**src/rtl/audio_pkg.sv**
```systemverilog
// Shared types and helpers for the PWM audio player.
// Holds the FSM state encoding, MMIO address and PCM->duty mapping.
package audio_pkg;

  localparam logic [31:0] AUDIO_ADDR = 32'h2000;

  typedef enum logic [1:0] {
    IDLE,
    PRIME,
    PLAY
  } play_state_t;

  // Signed PCM to offset-binary duty: flip sign, keep top 7 magnitude bits.
  function automatic logic [7:0] sample_to_duty(input logic [15:0] s);
    return {~s[15], s[14:8]};
  endfunction

endpackage

```
**src/rtl/sample_fifo.sv**
```systemverilog
// Synchronous sample FIFO with registered read data (valid cycle after pop).
// Ports: clock, reset (async low), push/din, pop/dout, count, full, empty.
module sample_fifo #(
  parameter int DEPTH = 16
) (
  input  logic                     clock,
  input  logic                     reset,
  input  logic                     push,
  input  logic [15:0]              din,
  input  logic                     pop,
  output logic [15:0]              dout,
  output logic [$clog2(DEPTH):0]   count,
  output logic                     full,
  output logic                     empty
);
  localparam int AW = $clog2(DEPTH);
  localparam int CW = AW + 1;

  logic [15:0]   mem_q [DEPTH];
  logic [AW-1:0] wr_q, rd_q;
  logic [CW-1:0] cnt_q;
  logic [15:0]   dout_q;
  logic          do_push, do_pop;

  assign full    = (cnt_q == CW'(DEPTH));
  assign empty   = (cnt_q == '0);
  // Full/empty are judged on the registered count: no bypass either way.
  assign do_push = push && !full;
  assign do_pop  = pop && !empty;

  always_ff @(posedge clock) begin
    if (do_push) mem_q[wr_q] <= din;
  end

  always_ff @(posedge clock or negedge reset) begin
    if (!reset) begin
      wr_q   <= '0;
      rd_q   <= '0;
      cnt_q  <= '0;
      dout_q <= '0;
    end else begin
      if (do_push) wr_q <= wr_q + AW'(1);
      if (do_pop) begin
        rd_q   <= rd_q + AW'(1);
        dout_q <= mem_q[rd_q];
      end
      cnt_q <= cnt_q + CW'(do_push) - CW'(do_pop);
    end
  end

  assign dout  = dout_q;
  assign count = cnt_q;

endmodule

```
**src/rtl/audio_pwm_player.sv**
```systemverilog
// Buffered PCM player: FIFO, sample-rate divider, 8-bit PWM, sticky flags.
// Ports: clock/reset, enable, audio_data/data_valid, clr_status, status, audioOut.
module audio_pwm_player
  import audio_pkg::*;
#(
  parameter int CLK_HZ      = 50_000_000,
  parameter int SAMPLE_HZ   = 8000,
  parameter int FIFO_DEPTH  = 16,
  parameter int PRIME_LEVEL = 4,
  parameter int SAMPLE_DIV  = CLK_HZ / SAMPLE_HZ
) (
  input  logic                          clock,
  input  logic                          reset,
  input  logic                          enable,
  input  logic [15:0]                   audio_data,
  input  logic                          data_valid,
  input  logic                          clr_status,
  output logic [$clog2(FIFO_DEPTH):0]   fifo_count,
  output logic                          fifo_full,
  output logic                          underrun,
  output logic                          overflow,
  output logic                          playing,
  output logic                          audioOut
);
  localparam int CW = $clog2(FIFO_DEPTH) + 1;
  localparam int TW = (SAMPLE_DIV > 1) ? $clog2(SAMPLE_DIV) : 1;

  play_state_t   state_q, state_d;
  logic [TW-1:0] tick_q, tick_d;
  logic [7:0]    pwm_q, pwm_d;
  logic [7:0]    duty_q, duty_d;
  logic          aout_q, aout_d;
  logic          pop_q;
  logic          und_q, ovf_q;

  logic          tick, pop, empty, in_play;
  logic [15:0]   dout;

  sample_fifo #(.DEPTH(FIFO_DEPTH)) u_fifo (
    .clock (clock),
    .reset (reset),
    .push  (data_valid),
    .din   (audio_data),
    .pop   (pop),
    .dout  (dout),
    .count (fifo_count),
    .full  (fifo_full),
    .empty (empty)
  );

  assign tick = (state_q == PLAY) && (tick_q == TW'(SAMPLE_DIV - 1));
  assign pop  = tick && !empty;

  always_comb begin
    state_d = state_q;
    unique case (state_q)
      IDLE:    if (enable) state_d = PRIME;
      PRIME: begin
        if (!enable)
          state_d = IDLE;
        else if (fifo_count >= CW'(PRIME_LEVEL))
          state_d = PLAY;
      end
      PLAY:    if (!enable) state_d = IDLE;
      default: state_d = IDLE;
    endcase
  end

  // Counters run only while staying in PLAY: zero on entry and on exit.
  assign in_play = (state_q == PLAY) && (state_d == PLAY);

  always_comb begin
    tick_d = '0;
    pwm_d  = '0;
    duty_d = 8'h80;
    aout_d = 1'b0;
    if (in_play) begin
      tick_d = tick ? '0 : tick_q + TW'(1);
      pwm_d  = pwm_q + 8'd1;
      duty_d = pop_q ? sample_to_duty(dout) : duty_q;
      aout_d = (pwm_q < duty_q);
    end
  end

  always_ff @(posedge clock or negedge reset) begin
    if (!reset) begin
      state_q <= IDLE;
      tick_q  <= '0;
      pwm_q   <= '0;
      duty_q  <= 8'h80;
      aout_q  <= 1'b0;
      pop_q   <= 1'b0;
      und_q   <= 1'b0;
      ovf_q   <= 1'b0;
    end else begin
      state_q <= state_d;
      tick_q  <= tick_d;
      pwm_q   <= pwm_d;
      duty_q  <= duty_d;
      aout_q  <= aout_d;
      pop_q   <= pop;
      // A new event beats a same-cycle clear.
      if (tick && empty)          und_q <= 1'b1;
      else if (clr_status)        und_q <= 1'b0;
      if (data_valid && fifo_full) ovf_q <= 1'b1;
      else if (clr_status)        ovf_q <= 1'b0;
    end
  end

  assign underrun = und_q;
  assign overflow = ovf_q;
  assign playing  = (state_q == PLAY);
  assign audioOut = aout_q;

endmodule

```
**config.mk**
```make
export PLATFORM = sky130hd
export DESIGN_NAME = audio_pwm_player
export DESIGN_NICKNAME = d
export VERILOG_FILES = /design/src/rtl/audio_pkg.sv /design/src/rtl/sample_fifo.sv /design/src/rtl/audio_pwm_player.sv
export SDC_FILE = /design/constraint.sdc
export NUM_CORES = 1
export LEC_CHECK = 0
export ABC_AREA = 0
export CORE_MARGIN = 1
export CORE_UTILIZATION = 30
export CTS_CLUSTER_DIAMETER = 150
export CTS_CLUSTER_SIZE = 40
export DETAILED_ROUTE_END_ITERATION = 8
export PLACE_DENSITY_LB_ADDON = 0.1
export SLEW_MARGIN = 20
export SYNTH_ARGS = -nofsm -noshare
export SYNTH_HDL_FRONTEND = slang
export SYNTH_SLANG_ARGS = --single-unit
```
**constraint.sdc**
```tcl
create_clock -name clock -period 2.5 [get_ports clock]
set_input_delay 0.5 -clock clock [delete_from_list [all_inputs] [get_ports clock]]
set_output_delay 0.5 -clock clock [all_outputs]
set_load 0.005 [all_outputs]
```
# Yosys cells after proc, flatten, opt, wreduce, memory -nomap -nowiden
# Memories as Yosys holds them, arrays and structs flattened. A register that Yosys moved wholly into a read port is not among the register bits.
# Cells that the tools add are included.
# Widths: inputs -> output; s select.
classes:
  addsub: 6
  mul: 0
  div_mod_pow: 0
  order_cmp: 2
  eq_ne: 6
  n_shift: 0
  muxes: 16
  n_bitwise: 1
  reduce_logical: 14
ops:
  columns: ["cell", "n"]
  rows:
  - ["$mux 13", 2]
  - ["$mux 8", 3]
  - ["$add 13x1->13 const B", 1]
  - ["$eq 13x13->1 const B", 1]
  - ["$add 4x1->4 const B", 2]
  - ["$add 8x1->8 const B", 1]
  - ["$lt 8x8->1", 1]
  - ["$mux 2", 4]
  - ["$logic_and 1x1->1", 7]
  - ["$mux 1", 6]
  - ["$pmux 2 s3", 1]
  - ["$add 5x1->5", 1]
  - ["$eq 5x5->1 const B", 1]
  - ["$ge 5x3->1 const B", 1]
  - ["$logic_not 5->1", 1]
  - ["$sub 5x1->5", 1]
  - ["$eq 2x2->1 const B", 2]
  - ["$reduce_bool 2->1", 2]
  - ["$logic_not 1->1", 3]
  - ["$eq 2x1->1 const B", 1]
  - ["$logic_not 2->1", 1]
  - ["$ne 2x2->1 const B", 1]
  - ["$not 1->1", 1]
totals:
  reg_bits: 48
  latchBits: 0
  ramBits: 256
  rom_bits: 0
  inputBits: 21
  output_inout_bits: 10
  elab_cells: 57
  n_memories: 1
mem_list:
  columns: ["memory", "depth", "word_bits", "read_ports", "rd_ports_with_merged_regs", "write_ports", "line", "source"]
  rows:
  - ["u_fifo.mem_q", 16, 16, 1, 1, 1, "sample_fifo.sv:19", "logic [15:0] mem_q [DEPTH];"]

# Depth between registers and ports, before layout
# Gate-level depths: netlist (run 1).
logic_depth:
  ltp_word: 7
  ltp_mapped: 13

# By module
# Synthesis (run 1) repeated with hierarchy kept, for this count alone.
unflattened:
  hier_cells: 687
  area_unflattened_um2: 12943.7
modules_own_cells:
  columns: ["mod", "n_inst", "cells_each", "area_each_um2", "seq_area_each_um2"]
  rows:
  - ["sample_fifo", 1, 514, 11141.9, 8413.1]
  - ["audio_pwm_player", 1, 173, 1801.7, 877.1]

# Worst setup path before layout (run 1)
# No wires, ideal clock.
synth_path:
  path_kind: "register to register"
  startpoint: "reg u_fifo.cnt_q[2] (netlist: u_fifo.count[2])"
  endpoint: "reg u_fifo.cnt_q[4] (netlist: u_fifo.count[4])"
  arrival_time_ns: 2.368
  required_time_ns: 2.421
  slack_ns: 0.053
  stages_incl_launch_ff: 13
  path_buffers: 0
  period_less_slack_ns: 2.447
  path_cell_list: "dfrtp_1 -> inv_1 -> ha_1 -> nor4b_2 -> nor2_1 -> ha_1 -> inv_1 -> ha_1 -> fa_1 -> a21oi_1 -> nor2_1 -> nor2_1 -> xor2_1"
synth_between:
  elab_chain_cells: 5
  elab_cells_between_ends: 9
  classes_between: "add/sub (2); eq/ne (1); reduce/logical (6)"
synth_lines:
  columns: ["item", "line", "source"]
  rows:
  - ["start: declaration", "sample_fifo.sv:21", "logic [CW-1:0] cnt_q;"]
  - ["start signal: assignment", "sample_fifo.sv:47", "cnt_q <= cnt_q + CW'(do_push) - CW'(do_pop);"]
  - ["$logic_not 5->1", "sample_fifo.sv:26", "assign empty = (cnt_q == '0);"]
  - ["$logic_not 1->1", "audio_pwm_player.sv:52", "assign pop = tick && !empty;"]
  - ["$logic_and 1x1->1", "audio_pwm_player.sv:52", null]
  - ["via pop", "audio_pwm_player.sv:36", "logic tick, pop, empty, in_play;"]
  - ["$logic_and 1x1->1", "sample_fifo.sv:29", "assign do_pop = pop && !empty;"]
  - ["$sub 5x1->5", "sample_fifo.sv:47", null]
# The timed path passes the listed nets, and every way through them passes these cells.
# A chain may end at the register's enable or synchronous reset.

# Final worst setup path (run 1)
layout_path:
  startpoint: "reg u_fifo.cnt_q[3] (netlist: u_fifo.count[3])"
  endpoint: "reg u_fifo.cnt_q[4] (netlist: u_fifo.count[4])"
# Same word-level chain as after synthesis.

==> flow_metrics.tcl, run 1 <==
set metrics [dict create \
    r2r-start "u_fifo.count[3]" \
    switching_power_as_a_share_of_total_power_pct 27.26 \
    outcome "complete, no violations" \
    share_of_total_power_in_the_clock_network_pct 35.3 \
    power.combinational.fraction_pct 15.3 \
    grt_overflow_total 0 \
    ys.flop_type "sky130_fd_sc_hd__edfxtp_1" \
    start_util_pct 30.51 \
    synth-seq-cells 184 \
    synth-warning-count 0 \
    slew-limit-headroom_pct 49.65 \
    asyncSetResetFlopFracSynth_pct 30.43 \
    synth.lib_cells_used.distinct 46 \
    power_density_nw_per_um2 810.5 \
    globalRouteMet1Util_pct 15.56 \
    final_cycle_utilization_of_the_critical_path_pct 93.32 \
    netlist_area_um2 7682 \
    area_delta_synth_final_pct 21.01 \
    globalRouteTotalUtil_pct 12.34 \
    num_rows 58 \
    maxSlewViolCount 0 \
    timing.reg2reg.setup_slack_ps 170 \
    insertion_delay_ps 430 \
    max-cap-violations 0 \
    number_of_nets_in_the_synthesized_netlist 514 \
    timing.reg2reg.worst_path_depth 12 \
    timing_hold_violations_final 0 \
    avgRoutedWirePerCell_um 16.96 \
    path_max_fanout 3 \
    clock_sink_count 184 \
    core_region_area_um2 25180 \
    intPower_w 0.005481 \
    synthesis.instances 470 \
    vias 4012 \
    synthDominantCellAreaShare_pct 50.03 \
    final.setup_skew_ps 10.94 \
    clock_path_buffers 2 \
    unrepaired_setup_endpoints_after_global_routing "true" \
    cts_hold_buf 0 \
    power.sequential.fraction_pct 49.4 \
    pin_count 31 \
    crit_end_element "flop" \
    port-buffer-count 22 \
    drive_above_1_share_pct 22.51 \
    dieArea_um2 26250 \
    net-switching-power_w 0.002054 \
    worstPathArrival_ps 2690 \
    nNetsFinal 573 \
    fin_crit_ps 2333 \
    synth_edf_count 128 \
    grt_busiest_layer "met2" \
    initialDrtViolationCount 118 \
    fp.dieW_um 162.0 \
    synth.yosys.seq_area_share_pct 68.29 \
    holdCritPathClass "primary input to async pin" \
    path_class "flop to flop" \
    clock_slew_at_reported_path_ffs_ps 80 \
    timing.rr.end "u_fifo.count[4]" \
    largest_net_degree_at_the_start_of_global_routing 36 \
    drt_drc_violations_left 0 \
    drt_first_pass_iters 4 \
    synth.area.top_cells "sky130_fd_sc_hd__edfxtp_1, sky130_fd_sc_hd__dfrtp_1, sky130_fd_sc_hd__mux4_2" \
    number_of_antenna_violations_at_the_first_check_in_global_routing 0 \
    cts_tree "yes" \
    finalPower_w 0.007535 \
    post-synth-top-area-cell "sky130_fd_sc_hd__edfxtp_1" \
    use_met3_pct 2.937 \
    power.static_leakage_nw 3.270 \
    post_synth_most_frequent_cells "sky130_fd_sc_hd__edfxtp_1, sky130_fd_sc_hd__dfrtp_1, sky130_fd_sc_hd__nor2_1" \
    numCtsBuffers 17 \
    h_tree_lvls 4 \
    wl_um 14790 \
    setup_violations 0 \
    vdd_drop_max_v 0.0004348 \
    hpwlAfterDp_um 9952 \
    via_per_inst 4.601 \
    cts_root_buf "sky130_fd_sc_hd__clkbuf_16" \
    crit_required_ps 2850 \
    cp-start-kind "flop" \
    antenna_left 0 \
    synth.most_common_cell "sky130_fd_sc_hd__edfxtp_1" \
    synth_area_per_cell_um2 16.35 \
    diodes 0 \
    use_met2_pct 20.78 \
    max_freq_mhz 428.6 \
    worst-slew-pin-transition_ps 755.3 \
    gp_congestion 0.7133 \
    n_fill_cell 2353 \
    grt_pass1_wl_um 23820 \
    die_height_um 162.0 \
    finalCoreUtilization_pct 36.92 \
    vias_in_the_first_global_route 4351 \
]
-- stage by stage --
stage	cells	hold slack, ps	area [um^2]	setup WS (ps)	TNS [ps]
after floorplan	470	204.4	7682	52.52	0
after global placement	837	501.8	8591	-47.53	-1233
after detailed placement	837	500.6	8591	-51.34	-1439
after CTS	869	51.98	9191	10.81	0
after global routing	872	73.16	9296	-18.91	-18.91
final	872	55.29	9296	167.0	0
-- sequential cells by signal, summed over array words and instances (netlist names) --
register      flops
audioOut          1
duty_q            8
overflow          1
pop_q             1
pwm_q             8
state_q           2
tick_q           13
u_fifo.count      5
u_fifo.dout       8
u_fifo.mem_q    128
u_fifo.rd_q       4
u_fifo.wr_q       4
underrun          1
-- cell type report --
| class | instances | area (um^2) | share of cell area, % |
|---|---|---|---|
| Sequential cell | 184 | 5248 | 56.45 |
| Clock inverter | 15 | 170.2 | 1.830 |
| Inverter | 25 | 93.84 | 1.009 |
| Multi-Input combinational cell | 242 | 2341 | 25.18 |
| Timing Repair Buffer | 59 | 605.6 | 6.514 |
| Clock buffer | 17 | 425.4 | 4.576 |
| Tap cell | 330 | 412.9 | 4.441 |
-- critical path: stages, from the launching register on --
cell and delay [ps]:
sky130_fd_sc_hd__dfrtp_1 390, sky130_fd_sc_hd__inv_2 100, sky130_fd_sc_hd__ha_4 140, sky130_fd_sc_hd__nor4b_4 260, sky130_fd_sc_hd__nor2_4 80, sky130_fd_sc_hd__ha_4 270
sky130_fd_sc_hd__inv_2 40, sky130_fd_sc_hd__ha_4 150, sky130_fd_sc_hd__fa_2 380, sky130_fd_sc_hd__a21oi_2 140, sky130_fd_sc_hd__nor2_1 50, sky130_fd_sc_hd__nor2_1 120
sky130_fd_sc_hd__xor2_1 150
-- cell families (layout without fill, tap and decap cells) --
logic type	count (synthesis)	in the layout	synth area share, %
adder cells (fa/ha/maj)	23	23	3.844
flip-flops	184	184	68.29
multiplexers	56	56	12.52
AO/OA/AOI/OAI	36	36	2.981
AND/OR/NAND/NOR	104	104	7.362
XOR/XNOR	23	23	2.622
buffers and inverters	44	116	2.378
-- metal layers --
metal	share of wire (%)	wire length, um
met5	0	0
met2	51	7521
met3	2.7	401
met1	46	6749
met4	0.77	114
-- worst max path at each step --
stage                         start             endpoint  slack, ps  depth (start not counted)
finish              u_fifo.count[3]      u_fifo.count[4]        170                         12
global route        u_fifo.count[3]      u_fifo.count[4]        -20                         12
CTS                 u_fifo.count[2]      u_fifo.count[4]         10                         12
detailed placement       data_valid   u_fifo.mem_q[3][8]        -50                          6
global placement         data_valid  u_fifo.mem_q[2][10]        -50                          6
floorplan           u_fifo.count[2]      u_fifo.count[4]         50                         12
-- timing repair --
| item | in CTS | in global routing |
|---|---|---|
| pin swaps | 0 | 6 |
| setup buffers | 0 | 3 |
| hold endpoints to repair | 0 | 0 |
| endpoints found under the setup margin | 5 | 5 |
| gates resized for setup | 1 | 17 |
-- power groups by stage --
stage	registers, W	clock network (W)	logic, W
final	0.00372	0.00266	0.00115
after detailed placement	0.00378	0	0.00108
after floorplan	0.00374	0	0.000596
after global placement	0.00377	0	0.00107
after global routing	0.00376	0.00287	0.00131
after CTS	0.00372	0.00275	0.00109
-- cell usage in the layout, fill, tap and decap left out, types with 13 or more instances in the layout --
cell / count
sky130_fd_sc_hd__clkbuf_16: 17
sky130_fd_sc_hd__edfxtp_1: 128
sky130_fd_sc_hd__dfrtp_1: 54
sky130_fd_sc_hd__nor2_1: 34
sky130_fd_sc_hd__o21ai_0: 14
sky130_fd_sc_hd__xor2_1: 14
sky130_fd_sc_hd__mux2i_1: 23
sky130_fd_sc_hd__mux4_2: 32
sky130_fd_sc_hd__ha_1: 19
sky130_fd_sc_hd__nand2_1: 13
sky130_fd_sc_hd__clkdlybuf4s50_1: 21
sky130_fd_sc_hd__buf_4: 28
sky130_fd_sc_hd__inv_1: 22
Note: power is estimated with default switching activity, not from simulation.
==> inputs of run 2 (changes only) <==
==> constraint.sdc (replaced) <==
create_clock -name clock -period 1.9 [get_ports clock]
set_input_delay 0.38 -clock clock [delete_from_list [all_inputs] [get_ports clock]]
set_output_delay 0.38 -clock clock [all_outputs]
set_load 0.005 [all_outputs]
==> run 2 against run 1 <==
Net effect:
- the run now ends with negative setup slack left
- clock power rose by 35%
- sequential power rose by 33%
- maximum frequency rose by 2.6%
- final area rose by 4.7%
- wire length rose by 4.2%
- hold slack improved by 420 ps
- via count rose by 2.8%
- global-route usage rose by 0.40 points
- die area did not move
- final cell count rose by 2.8%
- sequential cell count did not move
- first-iteration DRC count rose by 55%
- largest cell class unchanged
==> flow_metrics.tcl, run 2 (synthesized netlist as in run 1, its figures left out) <==
set metrics [dict create \
    wl_um 15410 \
    detail_route.wirelength.met1_um 7250 \
    num_rows 58 \
    dieArea_um2 26250 \
    n_fill_cell 2348 \
    layout_common_cells "sky130_fd_sc_hd__edfxtp_1, sky130_fd_sc_hd__dfrtp_1, sky130_fd_sc_hd__buf_4" \
    area_delta_synth_final_pct 26.68 \
    finalPower_w 0.01038 \
    avgRoutedWirePerCell_um 17.20 \
    final.setup_skew_ps 14.30 \
    outcome "finished with violations" \
    largest_register_ff_count 128 \
    setup_ws_pre_cts_ps -388.1 \
    drt_drc_violations_left 0 \
    timing_hold_violations_final 0 \
    via_per_inst 4.604 \
    numCtsBuffers 17 \
    start_util_pct 30.51 \
    fin_crit_ps 2275 \
    power_density_nw_per_um2 1067 \
    maxSlewViolCount 0 \
    finalCoreUtilization_pct 38.65 \
    setup_violations 132 \
    number_of_antenna_violations_at_the_first_check_in_global_routing 0 \
    gp_congestion 0.7447 \
    grt_overflow_total 0 \
    layout.cells.most_common "sky130_fd_sc_hd__edfxtp_1" \
    holdCritPathClass "primary input to async pin" \
    nNetsFinal 597 \
    cp-start-kind "flop" \
    post_layout_nonfiller_instances 896 \
    port-buffer-count 22 \
    combined_area_of_the_multi_input_logic_cells_um2 2509 \
    drive_above_1_share_pct 30.92 \
    routed-wl-met2_um 7616 \
    unrepaired_setup_endpoints_after_global_routing "true" \
    crit_required_ps 2260 \
    worstPathArrival_ps 2640 \
    power.static_leakage_nw 3.484 \
    slew-limit-headroom_pct 57.74 \
    crit_end_element "flop" \
    core_region_area_um2 25180 \
    insertion_delay_ps 430 \
    final_cycle_utilization_of_the_critical_path_pct 119.7 \
    vias 4125 \
    max_freq_mhz 439.6 \
    drt_first_pass_iters 6 \
    top_register "u_fifo.mem_q" \
    top_regs "u_fifo.mem_q: 128 flops, tick_q: 13 flops" \
    met3_length_um 322 \
    layout_setup_ws_ps -374.7 \
    initialDrtViolationCount 183 \
    clock_slew_at_reported_path_ffs_ps 80 \
    antenna_left 0 \
    cts_root_buf "sky130_fd_sc_hd__clkbuf_16" \
    vias_in_the_first_global_route 4368 \
    max-cap-violations 0 \
    clock_path_buffers 2 \
    fp.dieW_um 162.0 \
    vdd_drop_max_v 0.0005148 \
    largest_net_degree_at_the_start_of_global_routing 57 \
    die_height_um 162.0 \
    globalRouteTotalUtil_pct 12.74 \
    clock_sink_count 184 \
    diodes 0 \
    place_inst 855 \
    failing_checks "negative setup slack" \
    worst-slew-pin-transition_ps 634.0 \
    hpwlAfterDp_um 10210 \
    path_max_fanout 2 \
    path_class "flop to flop" \
    final-seq-area_um2 5248 \
    grt_pass1_wl_um 24560 \
    cts_tree "yes" \
    pin_count 31 \
    dr.max_layer_used "met4" \
    final.setup.tns_ps -15360 \
    h_tree_lvls 4 \
]
[run 2: per-layer routing]
metal | vias to the layer above | track usage [%]
met3 | 16 | 2.273
met4 | 0 | 4.889
met5 | - | 0
met1 | 2125 | 16.74
met2 | 37 | 20.93
li1 | 1947 | -
[run 2: area by class of cell]
class | count | area share [%]
Sequential cell | 184 | 53.92
Multi-Input combinational cell | 242 | 25.78
Timing Repair Buffer | 83 | 8.820
Clock buffer | 17 | 4.371
Tap cell | 330 | 4.243
Clock inverter | 15 | 1.903
Inverter | 25 | 0.9643
[run 2: worst paths after layout]
kind,end,depth (start not counted),start,slack (ps)
max in group asynchronous,duty_q[7],3,reset,1100
min,tick_q[12],3,reset,470
max,u_fifo.count[4],13,tick_q[1],-370
min reg2reg,duty_q[5],2,u_fifo.dout[13],520
max reg2reg,u_fifo.count[4],13,tick_q[1],-370
min in group clock,duty_q[5],2,u_fifo.dout[13],520
[run 2: per-stage QoR]
step           hold slack [ps]  area [um^2]
2_1_floorplan            84.41         7762
3_3_place_gp             412.2         8816
3_5_place_dp             419.7         8816
4_1_cts                  492.1         9602
5_1_grt                  506.3         9732
6_report                 470.4         9732
[run 2: repair_timing]
action                                  CTS  global route
endpoints found under the hold margin    55             0
pin swaps                                 9            13
hold buffers                              1             0
buffers inserted                          6             6
gates resized for setup                  39            22
endpoints found under the setup margin  143           144
[run 2: power by group]
group	leakage, nW	switching (W)	internal (W)
logic	1.27	0.000940	0.000917
clock network	0.301	0.00169	0.00190
registers	1.91	0.000240	0.00470
[run 2: critical path, stage by stage, from the launching register on]
cell and delay, ps:
sky130_fd_sc_hd__dfrtp_1 380, sky130_fd_sc_hd__inv_1 60, sky130_fd_sc_hd__ha_2 150, sky130_fd_sc_hd__and4_4 220, sky130_fd_sc_hd__nand4_4 120, sky130_fd_sc_hd__nor2_2 160, sky130_fd_sc_hd__ha_1 140, sky130_fd_sc_hd__inv_1 40
sky130_fd_sc_hd__ha_2 170, sky130_fd_sc_hd__fa_2 350, sky130_fd_sc_hd__a21oi_2 120, sky130_fd_sc_hd__nor2_1 50, sky130_fd_sc_hd__nor2_1 110, sky130_fd_sc_hd__xor2_1 150
